--- config.mk ---
export PLATFORM = sky130hd
export DESIGN_NAME = mem_lsu_flat
export DESIGN_NICKNAME = d
export VERILOG_FILES = /design/src/rtl/mem_lsu_pkg.sv /design/src/rtl/regfilemux.sv /design/src/rtl/mem_lsu_if.sv /design/src/rtl/load_align.sv /design/src/rtl/mem_lsu.sv /design/src/flat_wrapper.sv
export SDC_FILE = /design/constraint.sdc
export NUM_CORES = 1
export LEC_CHECK = 0
export CAP_MARGIN = 20
export CORE_MARGIN = 2
export CORE_UTILIZATION = 25
export CTS_CLUSTER_DIAMETER = 80
export CTS_CLUSTER_SIZE = 8
export DETAILED_ROUTE_END_ITERATION = 12
export PLACE_DENSITY = 0.52
export SYNTH_ARGS = -nofsm -noshare
export SYNTH_HDL_FRONTEND = slang
export SYNTH_SLANG_ARGS = --single-unit
--- constraint.sdc ---
create_clock -name clk -period 1.65 [get_ports clk]
set_input_delay 0.2475 -clock clk [delete_from_list [all_inputs] [get_ports clk]]
set_output_delay 0.2475 -clock clk [all_outputs]
set_load 0.02 [all_outputs]
--- src/rtl/mem_lsu_pkg.sv ---
// rtl/mem_lsu_pkg.sv - load/store unit state and store width encodings
package mem_lsu_pkg;

    typedef enum logic [1:0] {
        LSU_IDLE = 2'b00,
        LSU_WAIT = 2'b01,
        LSU_DONE = 2'b10
    } lsu_state_t;

    typedef enum logic [2:0] {
        SF_SB = 3'b000,
        SF_SH = 3'b001,
        SF_SW = 3'b010
    } store_funct3_t;

endpackage

--- src/rtl/regfilemux.sv ---
// rtl/regfilemux.sv - shared write-back mux select encoding
package regfilemux;

    typedef enum logic [3:0] {
        alu_out  = 4'b0000,
        br_en    = 4'b0001,
        u_imm    = 4'b0010,
        lw       = 4'b0011,
        pc_plus4 = 4'b0100,
        lb       = 4'b0101,
        lbu      = 4'b0110,
        lh       = 4'b0111,
        lhu      = 4'b1000
    } regfilemux_sel_t;

endpackage

--- src/rtl/mem_lsu_if.sv ---
// rtl/mem_lsu_if.sv - data-cache request/response port
interface mem_lsu_if;

    logic        dmem_read;
    logic        dmem_write;
    logic [31:0] dmem_address;
    logic [31:0] dmem_wdata;
    logic [3:0]  dmem_mbe;
    logic        dmem_resp;
    logic [31:0] dmem_rdata;

    modport master (
        output dmem_read, dmem_write, dmem_address, dmem_wdata, dmem_mbe,
        input  dmem_resp, dmem_rdata
    );

    modport slave (
        input  dmem_read, dmem_write, dmem_address, dmem_wdata, dmem_mbe,
        output dmem_resp, dmem_rdata
    );

endinterface

--- src/rtl/load_align.sv ---
// rtl/load_align.sv - extracts and extends the loaded lane from a cache word
module load_align
    import regfilemux::*;
(
    input  logic [31:0]     rdata,
    input  logic [1:0]      byte_off,
    input  regfilemux_sel_t rf_sel,
    output logic [31:0]     result
);

    logic [7:0]  lane_b;
    logic [15:0] lane_h;

    always_comb begin
        lane_b = rdata[7:0];
        case (byte_off)
            2'd0: lane_b = rdata[7:0];
            2'd1: lane_b = rdata[15:8];
            2'd2: lane_b = rdata[23:16];
            2'd3: lane_b = rdata[31:24];
            default: lane_b = rdata[7:0];
        endcase
        lane_h = byte_off[1] ? rdata[31:16] : rdata[15:0];

        result = rdata;
        case (rf_sel)
            lb:      result = {{24{lane_b[7]}}, lane_b};
            lbu:     result = {24'd0, lane_b};
            lh:      result = {{16{lane_h[15]}}, lane_h};
            lhu:     result = {16'd0, lane_h};
            default: result = rdata;
        endcase
    end

endmodule

--- src/rtl/mem_lsu.sv ---
// rtl/mem_lsu.sv - MEM-stage load/store unit: one cache access per instruction,
// pipeline held with stall until the cache answers or the timeout expires.
module mem_lsu
    import mem_lsu_pkg::*;
#(
    parameter int unsigned TIMEOUT = 0
) (
    input  logic                       clk,
    input  logic                       rst_n,
    input  logic                       mem_valid,
    input  logic                       is_load,
    input  logic                       is_store,
    input  logic [2:0]                 funct3,
    input  regfilemux::regfilemux_sel_t rf_sel,
    input  logic [31:0]                addr,
    input  logic [31:0]                wdata_in,
    mem_lsu_if.master                  dmem,
    output logic                       stall,
    output logic                       wb_valid,
    output logic [31:0]                load_data,
    output logic                       misalign,
    output logic                       bus_err
);

    lsu_state_t                  state_q, state_d;
    logic [31:0]                 addr_q, wdata_q, cnt_q, fmt_q, fmt_d;
    logic [3:0]                  mbe_q, mbe_d;
    logic [31:0]                 wdata_d;
    regfilemux::regfilemux_sel_t sel_q;
    logic                        store_q;
    logic                        req, is_byte, is_half, mis, accept;

    load_align u_align (
        .rdata    (dmem.dmem_rdata),
        .byte_off (addr_q[1:0]),
        .rf_sel   (sel_q),
        .result   (fmt_d)
    );

    // Access width comes from rf_sel for loads and funct3 for stores.
    always_comb begin
        req = rst_n & mem_valid & (is_load | is_store);
        if (is_load) begin
            is_byte = (rf_sel == regfilemux::lb) || (rf_sel == regfilemux::lbu);
            is_half = (rf_sel == regfilemux::lh) || (rf_sel == regfilemux::lhu);
        end else begin
            is_byte = (funct3 == SF_SB);
            is_half = (funct3 == SF_SH);
        end
        mis = is_half ? addr[0] : (!is_byte && (addr[1:0] != 2'b00));

        mbe_d   = 4'b1111;
        wdata_d = wdata_in;
        if (is_load) begin
            wdata_d = '0;
        end else if (is_byte) begin
            mbe_d   = 4'b0001 << addr[1:0];
            wdata_d = {4{wdata_in[7:0]}};
        end else if (is_half) begin
            mbe_d   = 4'b0011 << addr[1:0];
            wdata_d = {2{wdata_in[15:0]}};
        end
    end

    always_comb begin
        state_d           = state_q;
        accept            = 1'b0;
        stall             = 1'b0;
        misalign          = 1'b0;
        bus_err           = 1'b0;
        wb_valid          = 1'b0;
        load_data         = '0;
        dmem.dmem_read    = 1'b0;
        dmem.dmem_write   = 1'b0;
        dmem.dmem_address = '0;
        dmem.dmem_wdata   = '0;
        dmem.dmem_mbe     = '0;
        case (state_q)
            LSU_IDLE: begin
                if (req) begin
                    if (mis) begin
                        misalign = 1'b1;
                    end else begin
                        accept  = 1'b1;
                        stall   = 1'b1;
                        state_d = LSU_WAIT;
                    end
                end
            end
            LSU_WAIT: begin
                stall             = 1'b1;
                dmem.dmem_read    = !store_q;
                dmem.dmem_write   = store_q;
                dmem.dmem_address = {addr_q[31:2], 2'b00};
                dmem.dmem_wdata   = wdata_q;
                dmem.dmem_mbe     = mbe_q;
                if (dmem.dmem_resp) begin
                    state_d = LSU_DONE;
                end else if ((TIMEOUT != 0) && (cnt_q == TIMEOUT)) begin
                    bus_err = 1'b1;
                    state_d = LSU_IDLE;
                end
            end
            LSU_DONE: begin
                wb_valid  = !store_q;
                load_data = store_q ? '0 : fmt_q;
                state_d   = LSU_IDLE;
            end
            default: state_d = LSU_IDLE;
        endcase
    end

    always_ff @(posedge clk or negedge rst_n) begin
        if (!rst_n) begin
            state_q <= LSU_IDLE;
            addr_q  <= '0;
            wdata_q <= '0;
            mbe_q   <= '0;
            sel_q   <= regfilemux::alu_out;
            store_q <= 1'b0;
            cnt_q   <= '0;
            fmt_q   <= '0;
        end else begin
            state_q <= state_d;
            if (accept) begin
                addr_q  <= addr;
                wdata_q <= wdata_d;
                mbe_q   <= mbe_d;
                sel_q   <= rf_sel;
                store_q <= is_store;
                cnt_q   <= '0;
            end else if (state_q == LSU_WAIT) begin
                cnt_q <= cnt_q + 32'd1;
            end
            if ((state_q == LSU_WAIT) && dmem.dmem_resp) begin
                fmt_q <= fmt_d;
            end
        end
    end

endmodule

--- src/flat_wrapper.sv ---
// flat-port wrapper written by rule: the top's interface ports become plain ports
module mem_lsu_flat import mem_lsu_pkg::*;
#(
    parameter int unsigned TIMEOUT = 0
)
  (clk, rst_n, mem_valid, is_load, is_store, funct3, rf_sel, addr, wdata_in, stall, wb_valid, load_data, misalign, bus_err, dmem_dmem_read, dmem_dmem_write, dmem_dmem_address, dmem_dmem_wdata, dmem_dmem_mbe, dmem_dmem_resp, dmem_dmem_rdata);
  mem_lsu_if dmem_i ();
  input  logic clk;
  input  logic rst_n;
  input  logic mem_valid;
  input  logic is_load;
  input  logic is_store;
  input  logic [2:0] funct3;
  input  regfilemux::regfilemux_sel_t rf_sel;
  input  logic [31:0] addr;
  input  logic [31:0] wdata_in;
  output logic stall;
  output logic wb_valid;
  output logic [31:0] load_data;
  output logic misalign;
  output logic bus_err;
  output wire logic [$bits(dmem_i.dmem_read)-1:0] dmem_dmem_read;
  output wire logic [$bits(dmem_i.dmem_write)-1:0] dmem_dmem_write;
  output wire logic [$bits(dmem_i.dmem_address)-1:0] dmem_dmem_address;
  output wire logic [$bits(dmem_i.dmem_wdata)-1:0] dmem_dmem_wdata;
  output wire logic [$bits(dmem_i.dmem_mbe)-1:0] dmem_dmem_mbe;
  input wire logic [$bits(dmem_i.dmem_resp)-1:0] dmem_dmem_resp;
  input wire logic [$bits(dmem_i.dmem_rdata)-1:0] dmem_dmem_rdata;
  assign dmem_dmem_read = dmem_i.dmem_read;
  assign dmem_dmem_write = dmem_i.dmem_write;
  assign dmem_dmem_address = dmem_i.dmem_address;
  assign dmem_dmem_wdata = dmem_i.dmem_wdata;
  assign dmem_dmem_mbe = dmem_i.dmem_mbe;
  assign dmem_i.dmem_resp = dmem_dmem_resp;
  assign dmem_i.dmem_rdata = dmem_dmem_rdata;
  mem_lsu #(.TIMEOUT(TIMEOUT)) u_core (.clk(clk), .rst_n(rst_n), .mem_valid(mem_valid), .is_load(is_load), .is_store(is_store), .funct3(funct3), .rf_sel(rf_sel), .addr(addr), .wdata_in(wdata_in), .dmem(dmem_i), .stall(stall), .wb_valid(wb_valid), .load_data(load_data), .misalign(misalign), .bus_err(bus_err));
endmodule
Word level (Yosys, flattened, before mapping):

Cells that the tools add are included.

* equality and inequality tests: 17
* multiplexer cells: 31
* shift-type cells: 2
* bitwise operators: 3
* reductions and logical operators: 11

Operators with widths (number)
* $mux W32: 7
* $pmux W32 S4: 1
* $pmux W8 S4: 1
* $eq A4 B3 Y1 const B: 6
* $mux W16: 1
* $mux W4: 4
* $mux W1: 12
* $eq A4 B4 Y1 const B: 2
* $eq A2 B2 Y1 const B: 3
* $mux W2: 3
* $eq A2 B1 Y1 const B: 2
* $logic_not A2 Y1: 2
* $ne A2 B2 Y1 const B: 2
* $pmux W2 S2: 1
* $shl A1 B2 Y4 const A: 1
* $shl A2 B2 Y4 const A: 1
* $eq A3 B1 Y1 const B: 1
* $logic_not A3 Y1: 1
* $reduce_and A3 Y1: 1
* $and A1 B1 Y1: 2
* $logic_and A1 B1 Y1: 2
* $logic_not A1 Y1: 2
* $logic_or A1 B1 Y1: 2
* $ne A2 B1 Y1 const B: 1
* other kinds (3): 3

* register bits after elaboration: 107
* output and inout port bits: 106
* input port bits: 109
* logic and storage cells: 71

Depth between registers and ports, before layout:

* depth in word-level cells: 9
* mapped depth: 8
* mapped depth without buffers: 6

Modules after synthesis:

From an unflattened synthesis, not the netlist that was laid out.

* cells, all modules: 590
* area total of the unflattened synthesis: 6625.1 sq um

Modules (own cells, without submodules)
* mem_lsu: seq. area each 2677.6 sq um, times used 1, cells each 451, area each 5577.8 sq um
* load_align: seq. area each 0.0 sq um, times used 1, cells each 139, area each 1047.3 sq um

Least setup slack after synthesis:

OpenSTA, ideal clock, no wires.

* path kind: reg-to-reg
* start: reg u_core.sel_q[0]
* end: reg u_core.fmt_q[5]
* required time: 1529 ps
* buffers on the path: 2
* slack: -133 ps
* clock period less this slack: 1783 ps
* setup time: 121 ps
* stages on the path, launching flop included: 8
* data arrival time: 1662 ps
* path through: dfrtp_1 buf_2 nor4b_2 a21oi_1 buf_2 a21oi_1 o21ai_0 a22o_1

* longest elaborated chain between the ends: 2
* elaborated cells between the ends (all ways): 5
* classes of those cells: eq/ne: 4; mux: 1

RTL lines
* start, declared: line mem_lsu.sv:29 `regfilemux::regfilemux_sel_t sel_q;`
* start signal, assigned: line mem_lsu.sv:119 `sel_q <= regfilemux::alu_out;`
* start signal, assigned: line mem_lsu.sv:129 `sel_q <= rf_sel;`
* $eq A4 B4 Y1 or $eq A4 B3 Y1 (tied branches): line load_align.sv:26 `case (rf_sel)`
* $pmux W32 S4 (*): line load_align.sv:26
* end signal, assigned: line mem_lsu.sv:136 `fmt_q <= fmt_d;`
* end, declared: line mem_lsu.sv:26 `logic [31:0] addr_q, wdata_q, cnt_q, fmt_q, fmt_d;`

Every way passes the cells marked *; elsewhere a longest branch is shown, timed or not.
A chain may end at the register's enable or synchronous reset.

Worst setup path in the final report:

* start: reg u_core.state_q[0]
* end: out dmem_dmem_wdata[13]

* longest elaborated chain between the ends: 2

RTL lines
* start, declared: line mem_lsu.sv:25 `lsu_state_t state_q, state_d;`
* start signal, assigned: line mem_lsu.sv:124 `state_q <= state_d;`
* $eq A2 B1 Y1
* $mux W32: line mem_lsu.sv:78 `case (state_q)`
* end, declared: line flat_wrapper.sv:25 `output wire logic [$bits(dmem_i.dmem_wdata)-1:0] dmem_dmem_wdata;`

Every way passes these cells.

==> metrics.md <==
| Metric | Value |
|---|---|
| Status | finished with violations |
| Failing checks | negative setup slack |
| Number of CTS-inserted buffers | 9 |
| Clk_lat worst skew | between 0.3 and 0.4 ns |
| Distinct cells, synth | 45 |
| Busiest grt layer | met2 |
| Dpl cells | 1,154 |
| Synth warn | 0 |
| Critical path launch point type | flop |
| Post-synth EDFFs | 0 |
| Async SR Flop Fraction | 100.0% |
| Cell family with most CP delay | buffers and inverters |
| Max FO, Critical Path | 8 |
| Mapped Cells | 584 |
| Per-cell routed wire length | about 18 µm |
| Crit. End Element | output port |
| Leakage power | 4.951 nW |
| CTS tree | yes |
| All-Layer GR Usage | 16.62% |
| Final TNS setup | -38.15 ns |
| PwrDens | 1011 mW/mm² |
| H-tree depth | 3 |
| Reg-to-reg endpoint | u_core.wdata_q[9]$_DFFE_PN0P_ |
| Setup Skew | 0.01217 ns |
| HP Class | in2async |
| Fin. Hold Viols | 0 |
| Met2 GRT Util | about 27% |
| Req. time, crit path | 1.40 ns |
| First-pass GRT wire length | about 33,000 µm |
| Top-area cell type share of the netlist area | a little over two fifths |
| Clock Tree Root | clkbuf_16 |
| Share of layout cells above drive strength 1 | 49.37% |
| Clk buf depth | 2 |
| Synthesized flop and latch total | 107 |
| Initial antenna violation count | 0 |
| Crit share post-route | 116.2% |
| Flop-to-flop setup slack | -0.17 ns |
| Pre-CTS WS | -0.9661 ns |
| Slew Limit Fails | 0 |
| Gpl congestion | 0.7768 |
| Row count | 57 |
| Vias | about 5,400 |
| Worst flop-to-flop path startpoint | u_core.state_q[0]$_DFFE_PN0P_ |
| Crit path depth | 6 |
| Setup violations, final | approximately 200 |
| Congestion Overflow GR | 0 |
| Dpl hpwl | ~15,000 µm |
| Top_reg_cell synth | dfrtp_1 |
| Netlist Area Pre-Place | 0.006110 mm² |
| Router iterations before antenna repair | 5 |
| # clock sinks | between 100 and 150 |
| Critical path class | reg2out |
| Worst R2R Path Depth | 7 |
| Critical path's most frequent cell | buf_6 |
| Synth area leader | dfrtp_1 |
| Layout Cells excl Fill | 1,197 |
| Hold slack final | a little under 0.4 ns |
| Max Clock Freq | 521.7 MHz |
| Setup ws final | -0.2669 ns |
| Final wirelength | approximately 22,000 µm |
| Mean Syn Cell Area | roughly 10 µm² |
| Met3 GRT Util | 5.010% |
| RSZ-0062 raised after global routing | true |
| CP max-delay cell | dfrtp_1 |
| Post-Layout Inst Area | 0.01055 mm² |
| Vias in the first global route | 5,693 |
| Nets | roughly 1,000 |
| DRT antenna net count | 0 |
| Met1 Track Usage GR | 21.42% |
| Die Wd | approximately 160 µm |
| Placed Instance Area | around 0.009 mm² |
| Die Span Y | 160.3 µm |
| Ranking of synthesized cells by area | dfrtp_1, mux2_4, and2_1 |
| # IOs | between 200 and 250 |
| Largest net degree at the start of global routing | 59 |
| Die area | 0.02570 mm² |
| Detailed-route vias per instance | 4.497 |
| Core Box Area | between 0.02 and 0.025 mm² |
| Max_cap viols | 0 |
| Slew headroom | 30.37% |
| Crit path largest cell delay | 0.38 ns |
| Inserted Diodes | 0 |
| Max VDD drop | 0.0004106 V |
| Port bufs | 211 |
| Buf/Inv on CP | 4 |
| Crit path DAT | 1.67 ns |
| First DRT Iteration DRCs | 197 |
| Worst path cell trace | buf_6 > nor2b_4 > buf_6 > clkbuf_16 > and2_4 > buf_6 |
| Initial Util | between 20% and 30% |
| Worst Tran Pin Value | between 1 and 1.5 ns |
| Clock transition at path regs | about 0.080 ns |
| Final min period | between 1.5 and 2 ns |
| Sequential area share after synthesis | 43.83% |
| Area delta synth->final | 72.72% |
| # DRC | 0 |
==> synth_stat cells, drive strengths merged, types with 7 or more instances <==
library cell  number
a22o              14
o21ai             21
mux2              78
and2              99
a211oi             9
o22ai              7
mux2i             20
nor2              46
nor2b             12
buf               18
clkbuf            21
a21oi             40
dfrtp            107
nand2             50
==> routing by layer <==
layer / vias to the layer above / routed length, µm / part of all wire (%)
li1: 2559 / - / -
met2: 185 / 10300 / 47
met1: 2618 / 9452 / 44
met3: 21 / 1644 / 7.6
met5: - / 0 / 0
met4: 0 / 319 / 1.5
==> cell usage in the layout, fill, tap and decap left out, types with 14 or more instances in the layout <==
| cell type | n |
|---|---|
| mux2i_1 | 19 |
| buf_4 | 62 |
| nand2_1 | 46 |
| mux2_1 | 14 |
| mux2_4 | 57 |
| a22o_1 | 14 |
| nor2_1 | 35 |
| clkbuf_16 | 15 |
| a21oi_1 | 30 |
| buf_6 | 110 |
| clkdlybuf4s50_1 | 98 |
| dfrtp_1 | 104 |
| and2_4 | 88 |
==> what timing repair did <==
action / CTS / global route
cloned: 7 / 6
endpoints found under the setup margin: 208 / 208
hold buffers: 1 / 0
pin swaps: 37 / 58
hold endpoints to repair: 1 / 0
setup buffers: 5 / 8
gates resized for setup: 684 / 99
==> worst min-delay path: stages <==
cell	delay [ns]
buf_4	0.13
dlygate4sd3_1	0.57
buf_4	0.12
==> flip-flops by register name, indices dropped and copies added, names as in the netlist <==
name            cells
u_core.addr_q      32
u_core.mbe_q        4
u_core.sel_q        4
u_core.store_q      1
u_core.state_q      2
u_core.fmt_q       32
u_core.wdata_q     32
==> area by class of cell <==
| cell class | instances | area [µm²] |
|---|---|---|
| clock buffers | 10 | 229.0 |
| clock inverters | 6 | 96.34 |
| fillers | 2334 | 13620 |
| inverters | 6 | 26.28 |
| multi-input cells | 434 | 3706 |
| flip-flops and latches | 107 | 2681 |
| well taps | 324 | 405.4 |
| repair buffers | 310 | 3408 |
==> power by group <==
part	internal [mW]	switching [mW]	total (mW)	leakage (nW)
logic	2.36	1.73	4.09	3.50
clock network	1.35	1.09	2.45	0.155
registers	3.55	0.581	4.13	1.30
==> how the worst max path moves through the flow <==
stage                                              from  slack [ns]                             to
final                     u_core.state_q[0]$_DFFE_PN0P_       -0.27            dmem_dmem_wdata[13]
after global routing      u_core.state_q[0]$_DFFE_PN0P_       -0.35                  load_data[11]
after CTS                 u_core.state_q[0]$_DFFE_PN0P_       -0.29                          stall
after detailed placement                      rf_sel[0]       -0.97                          stall
after global placement                        rf_sel[0]       -0.92                          stall
after floorplan                               rf_sel[0]       -0.01  u_core.addr_q[10]$_DFFE_PN0P_
==> cells by family after synthesis <==
family / share of synthesized area, %
compound gates: 10.10
xor+xnor: 0.2868
fa+ha+maj: 0.9830
buf+inv: 3.891
flops: 43.83
mux: 21.59
other cells: 0.06138
simple gates: 19.27
==> per-stage QoR <==
| stage | utilization [%] | total power, mW |
|---|---|---|
| floorplan | - | 6.137 |
| global placement | 37.94 | 7.560 |
| detailed placement | 37.94 | 7.620 |
| CTS | 41.59 | 10.41 |
| global route | 43.65 | 11.35 |
| finish | 43.65 | 10.67 |
(Power assumes the default switching activity.)
